--- config.mk ---
export PLATFORM = sky130hd
export DESIGN_NAME = mem_arbiter
export DESIGN_NICKNAME = d
export VERILOG_FILES = /design/src/rtl/mem_arb_pkg.sv /design/src/rtl/mem_arb_pick.sv /design/src/rtl/mem_arbiter.sv
export SDC_FILE = /design/constraint.sdc
export NUM_CORES = 1
export LEC_CHECK = 0
export ABC_AREA = 1
export CORE_ASPECT_RATIO = 1.25
export CORE_MARGIN = 5
export CORE_UTILIZATION = 31
export CTS_CLUSTER_DIAMETER = 120
export DETAILED_ROUTE_END_ITERATION = 8
export PLACE_DENSITY = 0.77
export SYNTH_ARGS = -nofsm -noshare
export SYNTH_HDL_FRONTEND = slang
export SYNTH_SLANG_ARGS = --single-unit
export TNS_END_PERCENT = 5
--- constraint.sdc ---
create_clock -name clk -period 3.2 [get_ports clk]
set_clock_uncertainty 0.2 [all_clocks]
set_input_delay 0.32 -clock clk [delete_from_list [all_inputs] [get_ports clk]]
set_output_delay 0.32 -clock clk [all_outputs]
set_load 0.02 [all_outputs]
--- src/rtl/mem_arb_pkg.sv ---
`default_nettype none
// ============================================================================
//  Module      : mem_arb_pkg
//  Description : Shared types and constants for the two-port memory arbiter:
//                ownership state encoding, port identifiers and default sizes.
//  Revision    : 1.0 - initial release
// ============================================================================
package mem_arb_pkg;

    // Ownership state: nobody, port 0 or port 1 held the last grant.
    typedef enum logic [1:0] {
        IDLE = 2'd0,
        OWN0 = 2'd1,
        OWN1 = 2'd2
    } arb_state_t;

    // Port identifiers as carried on the winner / last_port signals.
    localparam logic c_PORT0 = 1'b0;
    localparam logic c_PORT1 = 1'b1;

    // Default geometry.
    localparam int c_DEFAULT_AW        = 32;
    localparam int c_DEFAULT_DW        = 32;
    localparam int c_DEFAULT_MAX_BURST = 4;

endpackage
`default_nettype wire

--- src/rtl/mem_arb_pick.sv ---
`default_nettype none
// ============================================================================
//  Module      : mem_arb_pick
//  Description : Purely combinational winner selection. A lone requester
//                always wins; on a tie the current owner keeps the grant
//                until its burst budget is spent, and from IDLE the port
//                that did not win last time is chosen.
//  Revision    : 1.0 - initial release
// ============================================================================
module mem_arb_pick
    import mem_arb_pkg::*;
#(
    parameter int MAX_BURST = c_DEFAULT_MAX_BURST,
    parameter int CW        = $clog2(MAX_BURST + 1)
) (
    input  logic          req0,
    input  logic          req1,
    input  arb_state_t    state,
    input  logic [CW-1:0] count,
    input  logic          last_port,
    output logic          winner,
    output logic          valid
);

    logic w_at_limit;

    // Owner has used up its consecutive-grant budget.
    assign w_at_limit = (count >= CW'(MAX_BURST));

    // Winner choice; the burst budget only matters when both ports compete.
    always_comb begin
        valid  = req0 | req1;
        winner = c_PORT0;
        if (req0 && req1) begin
            case (state)
                OWN0:    winner = w_at_limit ? c_PORT1 : c_PORT0;
                OWN1:    winner = w_at_limit ? c_PORT0 : c_PORT1;
                default: winner = ~last_port;
            endcase
        end else if (req1) begin
            winner = c_PORT1;
        end
    end

endmodule
`default_nettype wire

--- src/rtl/mem_arbiter.sv ---
`default_nettype none
// ============================================================================
//  Module      : mem_arbiter
//  Description : Two-port, one-beat-per-cycle memory arbiter with
//                zero-latency grant, bounded bursts under contention and
//                one-cycle read return.
//  Revision    : 1.0 - initial release
// ============================================================================
module mem_arbiter
    import mem_arb_pkg::*;
#(
    parameter int MAX_BURST = c_DEFAULT_MAX_BURST,
    parameter int AW        = c_DEFAULT_AW,
    parameter int DW        = c_DEFAULT_DW
) (
    input  logic          clk,
    input  logic          reset,
    input  logic          req0,
    input  logic          req1,
    input  logic          we0,
    input  logic          we1,
    input  logic [AW-1:0] addr0,
    input  logic [AW-1:0] addr1,
    input  logic [DW-1:0] wdata0,
    input  logic [DW-1:0] wdata1,
    output logic          gnt0,
    output logic          gnt1,
    output logic          rvalid0,
    output logic          rvalid1,
    output logic [DW-1:0] rdata,
    output logic [AW-1:0] mem_address,
    output logic [DW-1:0] mem_data_out,
    output logic          mem_we,
    input  logic [DW-1:0] mem_data_in
);

    localparam int c_CW = $clog2(MAX_BURST + 1);

    arb_state_t       r_state;
    logic [c_CW-1:0]  r_count;
    logic             r_last_port;
    logic [AW-1:0]    r_addr_hold;
    logic [DW-1:0]    r_wdata_hold;
    logic             r_rvalid0;
    logic             r_rvalid1;

    logic             w_winner;
    logic             w_valid;
    logic             w_grant;
    logic             w_sel_we;
    logic [AW-1:0]    w_sel_addr;
    logic [DW-1:0]    w_sel_wdata;
    arb_state_t       w_own;

    mem_arb_pick #(
        .MAX_BURST (MAX_BURST),
        .CW        (c_CW)
    ) u_pick (
        .req0      (req0),
        .req1      (req1),
        .state     (r_state),
        .count     (r_count),
        .last_port (r_last_port),
        .winner    (w_winner),
        .valid     (w_valid)
    );

    // Reset masks the grant combinationally so nothing is accepted while it is high.
    assign w_grant     = w_valid & ~reset;
    assign w_sel_we    = w_winner ? we1    : we0;
    assign w_sel_addr  = w_winner ? addr1  : addr0;
    assign w_sel_wdata = w_winner ? wdata1 : wdata0;
    assign w_own       = w_winner ? OWN1   : OWN0;

    assign gnt0         = w_grant & (w_winner == c_PORT0);
    assign gnt1         = w_grant & (w_winner == c_PORT1);
    assign mem_we       = w_grant & w_sel_we;
    assign mem_address  = w_grant ? w_sel_addr  : r_addr_hold;
    assign mem_data_out = w_grant ? w_sel_wdata : r_wdata_hold;

    // Memory read data is only forwarded when a read return is due.
    assign rvalid0 = r_rvalid0;
    assign rvalid1 = r_rvalid1;
    assign rdata   = (r_rvalid0 | r_rvalid1) ? mem_data_in : '0;

    // Ownership FSM, burst counter, round-robin pointer, bus hold and read-return flags.
    always_ff @(posedge clk or posedge reset) begin
        if (reset) begin
            r_state      <= IDLE;
            r_count      <= '0;
            r_last_port  <= c_PORT1;
            r_addr_hold  <= '0;
            r_wdata_hold <= '0;
            r_rvalid0    <= 1'b0;
            r_rvalid1    <= 1'b0;
        end else begin
            r_rvalid0 <= w_grant & ~w_sel_we & (w_winner == c_PORT0);
            r_rvalid1 <= w_grant & ~w_sel_we & (w_winner == c_PORT1);
            if (w_grant) begin
                r_addr_hold  <= w_sel_addr;
                r_wdata_hold <= w_sel_wdata;
                r_last_port  <= w_winner;
                if (r_state == w_own) begin
                    if (r_count != c_CW'(MAX_BURST)) begin
                        r_count <= r_count + 1'b1;
                    end
                end else begin
                    r_state <= w_own;
                    r_count <= c_CW'(1);
                end
            end else begin
                r_state <= IDLE;
                r_count <= '0;
            end
        end
    end

endmodule
`default_nettype wire

==> results of run 1 <==
-- registers in the layout (all words and copies together), names as in the netlist --
name,count
rvalid0,1
r_addr_hold,32
r_wdata_hold,32
r_count,3
r_state,2
r_last_port,1
rvalid1,1
-- area by class of cell --
| class | count | area (sq um) |
|---|---|---|
| clock inverter | 3 | 42.54 |
| tap | 138 | 172.7 |
| clock buffer | 11 | 252.7 |
| fill | 1000 | 4730 |
| sequential | 72 | 1803 |
| timing repair buffer | 274 | 2841 |
| inverter | 46 | 176.4 |
| multi-input combinational | 325 | 1488 |
-- critical path, cell delays in order, from the launching register on --
cell                              delay, ns
sky130_fd_sc_hd__dfrtp_1               0.38
sky130_fd_sc_hd__inv_1                 0.07
sky130_fd_sc_hd__ha_1                  0.31
sky130_fd_sc_hd__a21boi_1              0.17
sky130_fd_sc_hd__nand2_2               0.13
sky130_fd_sc_hd__a21oi_4               0.24
sky130_fd_sc_hd__buf_12                0.23
sky130_fd_sc_hd__nand2_1               0.08
sky130_fd_sc_hd__nand3_2               0.07
sky130_fd_sc_hd__clkdlybuf4s50_1       0.60
-- routing by layer --
layer	share of wire [%]	vias up	track usage, %
li1	-	1943	-
met1	34	1811	17.71
met2	52	211	35.36
met3	11	26	7.224
met4	3.0	0	7.698
met5	0	-	0
-- metrics by stage --
step	std cells	TNS, ns	cell area (sq um)
after floorplan	467	0	3605
after global placement	855	0	6425
after detailed placement	855	0	6425
after CTS	869	0	6686
after global routing	869	-0.09923	6777
final	869	0	6777
-- cell families (layout without fill, tap and decap cells) --
logic type	after synthesis	count (layout)
AOI/OAI and AO/OA	9	9
adders and majority gates	4	4
and+or+nand+nor	310	310
DFF	72	72
buffers and inverters	70	334
xor gates and xnor gates	2	2
-- report_power, final --
part	internal [uW]	leakage (uW)	total, uW	switching (uW)
sequential	1050	0.000883	1090	40.5
clock	636	0.000143	1000	364
combinational	506	0.00253	1060	551
-- cell usage after synthesis, drive strengths merged --
library cell	count	share of area (%)
nor2	41	4.5
ha	4	1.4
a21oi	4	0.66
o21ai	3	0.52
nand3	66	11
a21boi	1	0.21
xor2	2	0.49
o21bai	1	0.21
nor3	1	0.14
nand2	202	22
clkbuf	9	0.94
dfstp	1	0.73
dfrtp	71	49
inv	46	4.8
buf	15	3.4
-- worst paths after layout --
kind	from	end	slack (ns)	cells past startpoint
worst max-delay path	r_state[0]	mem_data_out[15]	0.06	9
worst min-delay path	r_wdata_hold[23]	r_wdata_hold[23]	0.28	2
worst max register to register	r_state[0]	r_wdata_hold[31]	1.15	10
worst min register to register	r_wdata_hold[23]	r_wdata_hold[23]	0.28	2
max in group asynchronous	reset	r_addr_hold[6]	1.58	3
min in group asynchronous	reset	r_wdata_hold[10]	0.60	3
-- timing repair --
action / 4_1_cts / 5_1_grt
gates resized for setup: 27 / 36
setup endpoints to repair: 27 / 37
hold buffers: 0 / 0
==> results.txt, run 1 <==
----------------------------------------------------
[Status]
  Result of the run ... finished clean

[Floorplan]
  Total core area ... between 0.01 and 0.015 sq mm
  Effective utilization at floorplan ... 31.30%
  Vertical extent of the die ... 130.5 microns
  Top Ports ... roughly 270
  DIE AREA ... 0.01389 sq mm
  Standard-cell row count ... between 40 and 50
  Horiz. Die Dim ... 106.4 microns

[Routing]
  Detailed-route wire length per cell ... 15.32 microns
  Number of iterations in the first detailed-routing pass ... 6
  Vias ... 3,991
  Drt initial violations ... 195
  Final antenna-violating net count ... 0
  Detailed-route wire length ... 13,320 microns
  Total DRC errors in the routed layout ... 0
  Routed vias/inst ... around 4.6

[Yosys]
  Portion of netlist area occupied by mux cells ... 0%
  Post-Synth XOR/XNOR Area ... 0.4864%
  Dominant combinational cell family by area after synthesis ... simple AND/OR/NAND/NOR gates
  Share of synthesized cell area in full adder, half adder and majority cells ... 1.390%
  Compound-cell area share of the yosys netlist ... 1.598%
  Area fraction in and, or, nand and nor cells after synthesis ... approximately 37%
  Ys Warns ... 0
  Post-synthesis cell area ... 0.003601 sq mm
  Mapped Nets ... between 600 and 700
  Sequential share of the synthesized area ... 50.07%
  Count of distinct cell types in the synthesized netlist ... 24
  Synthesis-stage register bit count ... just over 70
  Avg Inst Size Synth ... 7.711 sq um
  Post-Synthesis Cells ... 467

[Power and ir drop]
  Highest ir drop seen on vdd ... approximately 0.30 mV
  Leakage dissipation ... 0.003552 uW
  Sum of internal, switching and leakage power ... 3148 uW
  Power per cell area ... 464.5 mW/mm^2

[GRT]
  Vias in the first global route ... 4,208
  GR Overflow Total ... 0
  Global-route wire length before repair ... around 20,000 microns
  Number of antenna violations at the first check in global routing ... 0
  GRT Overall Usage ... 18.54%
  Largest net degree at the start of global routing ... 73

[Placement]
  Routability-driven placement congestion ratio ... 0.8435
  DP Wirelength ... 10,390 microns
  Number of buffer cells added on primary ports ... around 270
  Placement Setup Slack ... 0.1754 ns

[Worst setup path]
  Kind of end point of the critical path ... primary output
  Type of the setup path with the least slack ... flip-flop to primary output
  Critical Path Start Type ... flip-flop
  Data required, critical path ... 2.68 ns
  Largest driver fanout on the critical path ... 33
  Critical Path AT ... 2.62 ns

[STA]
  Worst-case headroom to the max-slew limit ... ~37%
  Worst-case setup margin in the final layout ... 0.05712 ns
  Hold violation count in the final report ... 0
  Final critical-path required period ... 3.143 ns
  RSZ-0062 raised after global routing ... yes
  Count of final max-slew check failures ... 0
  Final setup violation count ... 0
  Period Utilization, post-route ... 98.21%
  Slew at the pin closest to its max-slew limit ... 0.9503 ns
  Fmax ... 0.3182 GHz
  Hold slack ... 0.2804 ns

[Layout]
  Fraction of final layout cells sized beyond drive strength 1 ... 7.114%
  Layout-stage area growth over the synthesis result ... 88.19%
  Antenna diode count ... 0
  Commonest non-fill, non-tap cells in the layout ... sky130_fd_sc_hd__clkdlybuf4s50_1, sky130_fd_sc_hd__nand2_1, sky130_fd_sc_hd__dfrtp_1
  Most frequent standard cell in the layout excluding fill and tap cells ... sky130_fd_sc_hd__clkdlybuf4s50_1
  Core Util, Final ... 58.90%
  Post-layout nets ... 898

[Job]
  Max-capacitance violation count ... 0

[Clock network]
  Clk Latency, worst-skew pair ... 0.33 ns
  Root Buffer Master ... sky130_fd_sc_hd__clkbuf_16
  TritonCTS clock tree ... built
  Maximum number of buffers from clock root to sink ... 2
  Clock Pin Slew Worst Setup and Hold Paths ... around 0.050 ns
  Number of buffers added for setup after CTS ... 0
  Total clock buffers created by CTS ... 9
  Sink count of the clock tree ... 72
  H-tree lvl count ... 3

[Hold path]
  Hold crit path type ... flip-flop to flip-flop

----------------------------------------------------
No activity file was read; power rests on OpenSTA's default activity.
==> inputs of run 2 (changes only) <==
--- a/config.mk
+++ b/config.mk
@@ -11,7 +11,7 @@
 export CORE_UTILIZATION = 31
 export CTS_CLUSTER_DIAMETER = 120
 export DETAILED_ROUTE_END_ITERATION = 8
-export PLACE_DENSITY = 0.77
+export PLACE_DENSITY = 0.75
 export SYNTH_ARGS = -nofsm -noshare
 export SYNTH_HDL_FRONTEND = slang
 export SYNTH_SLANG_ARGS = --single-unit
==> run 2 against run 1 <==
Maximum frequency grew 5.9%. Clock power is essentially flat. Non-clock buffer count is the same. Core utilization grew 0.17 points. Via count is essentially flat. Routed wire length grew 1.8%. Critical path depth is the same. Combinational power is essentially flat. Sequential share of layout area shrank 0.078 points. Largest cell class unchanged.
==> results.txt, run 2 (synthesis results as in run 1) <==
----------------------------------------------------
[Status]
  Result of the run ... finished clean

[Worst setup path]
  Data required, critical path ... 2.68 ns
  Cell family contributing the most delay on the critical path ... buffers and inverters
  Kind of end point of the critical path ... primary output
  Largest driver fanout on the critical path ... 31
  CP most frequent cell ... sky130_fd_sc_hd__inv_1
  Cell-by-cell listing of the critical path ... inv_1 > ha_1 > inv_1 > nand3_2 > nand2_2 > nand2_4 > nor2_4 > buf_12 > clkdlybuf4s50_1
  Critical Path AT ... about 2.5 ns
  Crit path buffers/inverters ... 4
  Type of the setup path with the least slack ... flip-flop to primary output
  Critical Path Start Type ... flip-flop
  Longest individual stage delay on the worst path ... 0.63 ns
  Critical path's slowest cell ... sky130_fd_sc_hd__clkdlybuf4s50_1

[Routing]
  Final antenna-violating net count ... 0
  Detailed-route wire length ... 13,550 microns
  Detailed-route wire length per cell ... 15.56 microns
  Routed vias/inst ... 4.579
  Drt initial violations ... 107
  Total DRC errors in the routed layout ... 0
  Number of iterations in the first detailed-routing pass ... 4
  Vias ... approximately 4,000

[Clock network]
  Clock Pin Slew Worst Setup and Hold Paths ... 0.06 ns
  Maximum number of buffers from clock root to sink ... 2
  TritonCTS clock tree ... built
  Total clock buffers created by CTS ... 9
  Clk Latency, worst-skew pair ... approximately 0.33 ns
  Number of buffers added for setup after CTS ... 0
  Root Buffer Master ... sky130_fd_sc_hd__clkbuf_16
  H-tree lvl count ... 3
  Sink count of the clock tree ... 72

[GRT]
  Vias in the first global route ... 4,328
  Largest net degree at the start of global routing ... 73
  GR Overflow Total ... 0
  Global-route wire length before repair ... 21,110 microns
  Number of antenna violations at the first check in global routing ... 0
  GRT Overall Usage ... 19.25%

[Power and ir drop]
  Highest ir drop seen on vdd ... 0.3026 mV
  Power per cell area ... between 400 and 500 mW/mm^2
  Leakage dissipation ... 0.003640 uW

[Placement]
  Placement Setup Slack ... 0.1684 ns
  Number of buffer cells added on primary ports ... 266
  Routability-driven placement congestion ratio ... between 0.7 and 0.8
  DP Wirelength ... 10,540 microns

[Floorplan]
  Standard-cell row count ... 44
  Top Ports ... 267
  Total core area ... 0.01151 sq mm
  Effective utilization at floorplan ... a little under a third
  Horiz. Die Dim ... 106.4 microns
  Vertical extent of the die ... 130.5 microns
  DIE AREA ... 0.01389 sq mm

[STA]
  RSZ-0062 raised after global routing ... no
  Worst-case setup margin in the final layout ... 0.2326 ns
  Final setup violation count ... 0
  Worst-case headroom to the max-slew limit ... 38.52%
  Aggregate negative setup slack ... 0 ns
  Slew at the pin closest to its max-slew limit ... 0.9222 ns
  Final critical-path required period ... a little under 3 ns
  Count of final max-slew check failures ... 0
  Fmax ... ~0.34 GHz
  Hold violation count in the final report ... 0
  Period Utilization, post-route ... between 90% and 100%

[Hold path]
  Hold crit path type ... flip-flop to flip-flop

[Layout]
  Layout-stage area growth over the synthesis result ... 88.74%
  Most frequent standard cell in the layout excluding fill and tap cells ... sky130_fd_sc_hd__clkdlybuf4s50_1
  Antenna diode count ... 0
  Commonest non-fill, non-tap cells in the layout ... sky130_fd_sc_hd__clkdlybuf4s50_1, sky130_fd_sc_hd__nand2_1, sky130_fd_sc_hd__dfrtp_1
  Largest registers ... r_addr_hold: 32 flops, r_wdata_hold: 32 flops, r_count: 3 flops
  Fraction of final layout cells sized beyond drive strength 1 ... under 10%
  Fill cell instance count of the final layout ... 1,029
  Post-layout nets ... 898

[Job]
  Max-capacitance violation count ... 0

----------------------------------------------------
## run 2: metal layers
layer / GRT usage, % / part of all wire, %
met5: 0 / 0
met4: 6.174 / 2.3
met3: 6.732 / 8.3
met2: 37.37 / 53
met1: 19.08 / 36
## run 2: final timing paths
| kind | from | depth (start not counted) | slack (ns) | endpoint |
|---|---|---|---|---|
| min in group asynchronous | reset | 3 | 0.63 | r_state[1] |
| worst max-delay path | r_state[0] | 9 | 0.23 | gnt1 |
| max in group asynchronous | reset | 3 | 1.58 | r_wdata_hold[5] |
| worst min-delay path | r_wdata_hold[23] | 2 | 0.29 | r_wdata_hold[23] |
| worst max register to register | r_state[0] | 10 | 1.17 | r_wdata_hold[26] |
| worst min register to register | r_wdata_hold[23] | 2 | 0.29 | r_wdata_hold[23] |
## run 2: timing repair
action	in CTS	in global routing
gates resized for setup	18	47
hold buffers	0	0
setup endpoints to repair	28	47
## run 2: tightest hold or removal path, cell delays in order (launching register included)
cell and delay (ns):
sky130_fd_sc_hd__dfrtp_1 0.33, sky130_fd_sc_hd__nand2_1 0.06, sky130_fd_sc_hd__nand3_2 0.07
## run 2: area by class of cell
type                       instances  area [sq um]  area share [%]
inverter                          46         176.4           2.596
sequential                        72          1803           26.53
clock inverter                     7         71.32           1.049
multi-input combinational        325          1488           21.89
clock buffer                       9         225.2           3.314
tap                              138         172.7           2.541
timing repair buffer             274          2860           42.08
## run 2: per-stage QoR
stage               utilization, %  power, uW  hold WS [ns]  area [sq um]  std cells
global route                 59.07       3334        0.3127          6797        871
global placement             55.62       2208        0.2650          6400        855
floorplan                        -       1611        0.1864          3605        467
CTS                          58.05       3224        0.2915          6679        871
detailed placement           55.62       2232        0.2748          6400        855
finish                       59.07       3152        0.2853          6797        871
## run 2: report_power, final
part / internal (uW) / switching (uW)
clock: 603 / 391
combinational: 513 / 553
sequential: 1050 / 41.8
total: 2170 / 986
==> inputs of run 3 (changes only) <==
--- a/config.mk
+++ b/config.mk
@@ -7,10 +7,11 @@
 export LEC_CHECK = 0
 export ABC_AREA = 1
 export CORE_ASPECT_RATIO = 1.25
-export CORE_MARGIN = 5
+export CORE_MARGIN = 2
 export CORE_UTILIZATION = 31
 export CTS_CLUSTER_DIAMETER = 120
 export DETAILED_ROUTE_END_ITERATION = 8
+export HOLD_SLACK_MARGIN = 0.03
 export PLACE_DENSITY = 0.75
 export SYNTH_ARGS = -nofsm -noshare
 export SYNTH_HDL_FRONTEND = slang
==> run 3 against run 2 <==
Hold slack got worse by 0.0062 ns. Power increased by 3.7%. Routed wire length decreased by 8.8%. Flip-flop and latch count unchanged. Critical endpoint unchanged.
==> results.txt, run 3 (synthesis results as in run 1) <==
----------------------------------------------------
[Hold path]
  Endpoint, Worst Hold ... r_wdata_hold[16]
  Hold crit path type ... flip-flop to flip-flop
  Hold Path Depth ... 2
  Worst Hold Launch ... r_wdata_hold[16]

[STA]
  Fmax ... 0.3259 GHz
  Final setup violation count ... 0
  Aggregate negative setup slack ... 0 ns
  Hold violation count in the final report ... 0
  Slew at the pin closest to its max-slew limit ... 0.9177 ns
  Period Utilization, post-route ... 95.88%
  Final critical-path required period ... 3.068 ns
  RSZ-0062 raised after global routing ... no
  Count of final max-slew check failures ... 0
  Worst-case headroom to the max-slew limit ... 38.82%

[Worst setup path]
  Worst reg2reg path startpoint ... r_state[0]
  Worst r2r path cells ... 10
  CP most frequent cell ... sky130_fd_sc_hd__inv_1
  Longest individual stage delay on the worst path ... 0.63 ns
  Critical Path Start Type ... flip-flop
  Worst R2R Setup Slack ... 1.13 ns
  Cell-by-cell listing of the critical path ... inv_1 > ha_1 > inv_1 > nand3_2 > nand2_2 > nand2_4 > nor2_4 > buf_12 > clkdlybuf4s50_1
  Type of the setup path with the least slack ... flip-flop to primary output
  Data required, critical path ... 2.68 ns
  Largest driver fanout on the critical path ... 31
  Critical path's slowest cell ... sky130_fd_sc_hd__clkdlybuf4s50_1
  Reg-to-Reg End ... r_wdata_hold[27]
  Kind of end point of the critical path ... primary output
  Critical Path AT ... 2.55 ns

[GRT]
  GRT Overall Usage ... 19.78%
  Number of antenna violations at the first check in global routing ... 0
  Largest net degree at the start of global routing ... 73
  Global-route wire length before repair ... 19,610 microns
  Vias in the first global route ... 4,237
  GR Overflow Total ... 0

[Floorplan]
  Horiz. Die Dim ... 100.4 microns
  Total core area ... 0.01145 sq mm
  Effective utilization at floorplan ... 31.45%
  Standard-cell row count ... 44
  DIE AREA ... roughly 0.012 sq mm
  Vertical extent of the die ... around 120 microns
  Top Ports ... 267

[Layout]
  Core Util, Final ... 58.60%
  Layout-stage area growth over the synthesis result ... 86.34%
  Fraction of final layout cells sized beyond drive strength 1 ... a little over 7%
  Antenna diode count ... 0
  Post-layout instance count excluding filler cells ... between 800 and 900
  Commonest non-fill, non-tap cells in the layout ... sky130_fd_sc_hd__clkdlybuf4s50_1, sky130_fd_sc_hd__nand2_1, sky130_fd_sc_hd__dfrtp_1
  Largest registers ... r_addr_hold: 32 flops, r_wdata_hold: 32 flops, r_count: 3 flops
  Most frequent standard cell in the layout excluding fill and tap cells ... sky130_fd_sc_hd__clkdlybuf4s50_1
  Post-layout nets ... about 900

[Job]
  Max-capacitance violation count ... 0

[Placement]
  Routability-driven placement congestion ratio ... around 0.91
  Placed cell count ... ~850
  DP Wirelength ... between 9000 and 10,000 microns
  Number of buffer cells added on primary ports ... 266

[Clock network]
  Clk Latency, worst-skew pair ... 0.33 ns
  H-tree lvl count ... 3
  Total clock buffers created by CTS ... 9
  Sink count of the clock tree ... 72
  Root Buffer Master ... sky130_fd_sc_hd__clkbuf_16
  TritonCTS clock tree ... built
  Maximum number of buffers from clock root to sink ... 2
  Clock Pin Slew Worst Setup and Hold Paths ... 0.06 ns

[Routing]
  Detailed-route wire length per cell ... around 14 microns
  Detailed-route wire length ... 12,360 microns
  Total DRC errors in the routed layout ... 0
  Drt initial violations ... between 100 and 150
  Routed vias/inst ... 4.675
  Number of iterations in the first detailed-routing pass ... 4
  Final antenna-violating net count ... 0
  Vias ... 4,072

[Status]
  Result of the run ... finished clean

[Power and ir drop]
  Power per cell area ... 487.2 mW/mm^2
  Leakage dissipation ... 0.003300 uW
  Sum of internal, switching and leakage power ... 3269 uW
  Highest ir drop seen on vdd ... 0.2696 mV

----------------------------------------------------
run 3: worst max-delay path by stage:
stage | start | to | cells past startpoint
floorplan | reset | mem_address[0] | 7
finish | r_state[0] | gnt1 | 9
detailed placement | req1 | mem_data_out[5] | 6
global placement | req0 | mem_data_out[5] | 8
global route | r_state[0] | gnt1 | 9
CTS | r_state[0] | mem_data_out[20] | 11
run 3: layout make-up:
cell class                      instances  area [sq um]
Sequential cell                        72          1803
Clock buffer                           11         242.7
Fill cell                            1034          4741
Timing Repair Buffer                  274          2724
Tap cell                              138         172.7
Multi-Input combinational cell        325          1488
Inverter                               46         176.4
Clock inverter                          5         103.9
run 3: worst max-delay path, delay by kind of cell (launching register included):
kind                       cells  cell delay (ns)
DFF                            1             0.37
and+or+nand+nor                4             0.54
buffers and inverters          4             0.99
adders and majority gates      1             0.32
run 3: layer usage:
metal | vias to the layer above | wire, microns | GRT usage, % | share of wire [%]
li1 | 1952 | - | - | -
met1 | 1884 | 4239 | 19.96 | 34
met2 | 207 | 6583 | 36.75 | 53
met3 | 29 | 1135 | 5.499 | 9.2
met4 | 0 | 404 | 8.944 | 3.3
met5 | - | 0 | 0 | 0
run 3: report_power, final:
| group | total, uW | internal (uW) | switching [uW] | leakage, uW |
|---|---|---|---|---|
| logic | 1020 | 471 | 547 | 0.00225 |
| registers | 1090 | 1050 | 41.6 | 0.000883 |
| clock network | 1160 | 783 | 377 | 0.000170 |
run 3: what timing repair did:
item                                    in CTS  in global routing
pin swaps                                    1                  0
endpoints found under the setup margin      61                  5
hold buffers                                 0                  0
resized for setup                           59                  5
gates cloned                                 0                  0
setup buffers                                1                  0
run 3: stage by stage:
step,hold slack (ns),cell area (sq um),setup slack (ns)
after floorplan,0.1864,3605,0.3479
after global placement,0.2695,6417,0.2009
after detailed placement,0.2704,6417,0.1816
after CTS,0.2815,6698,0.001925
after global routing,0.3038,6710,0.04172
final,0.2791,6710,0.1317
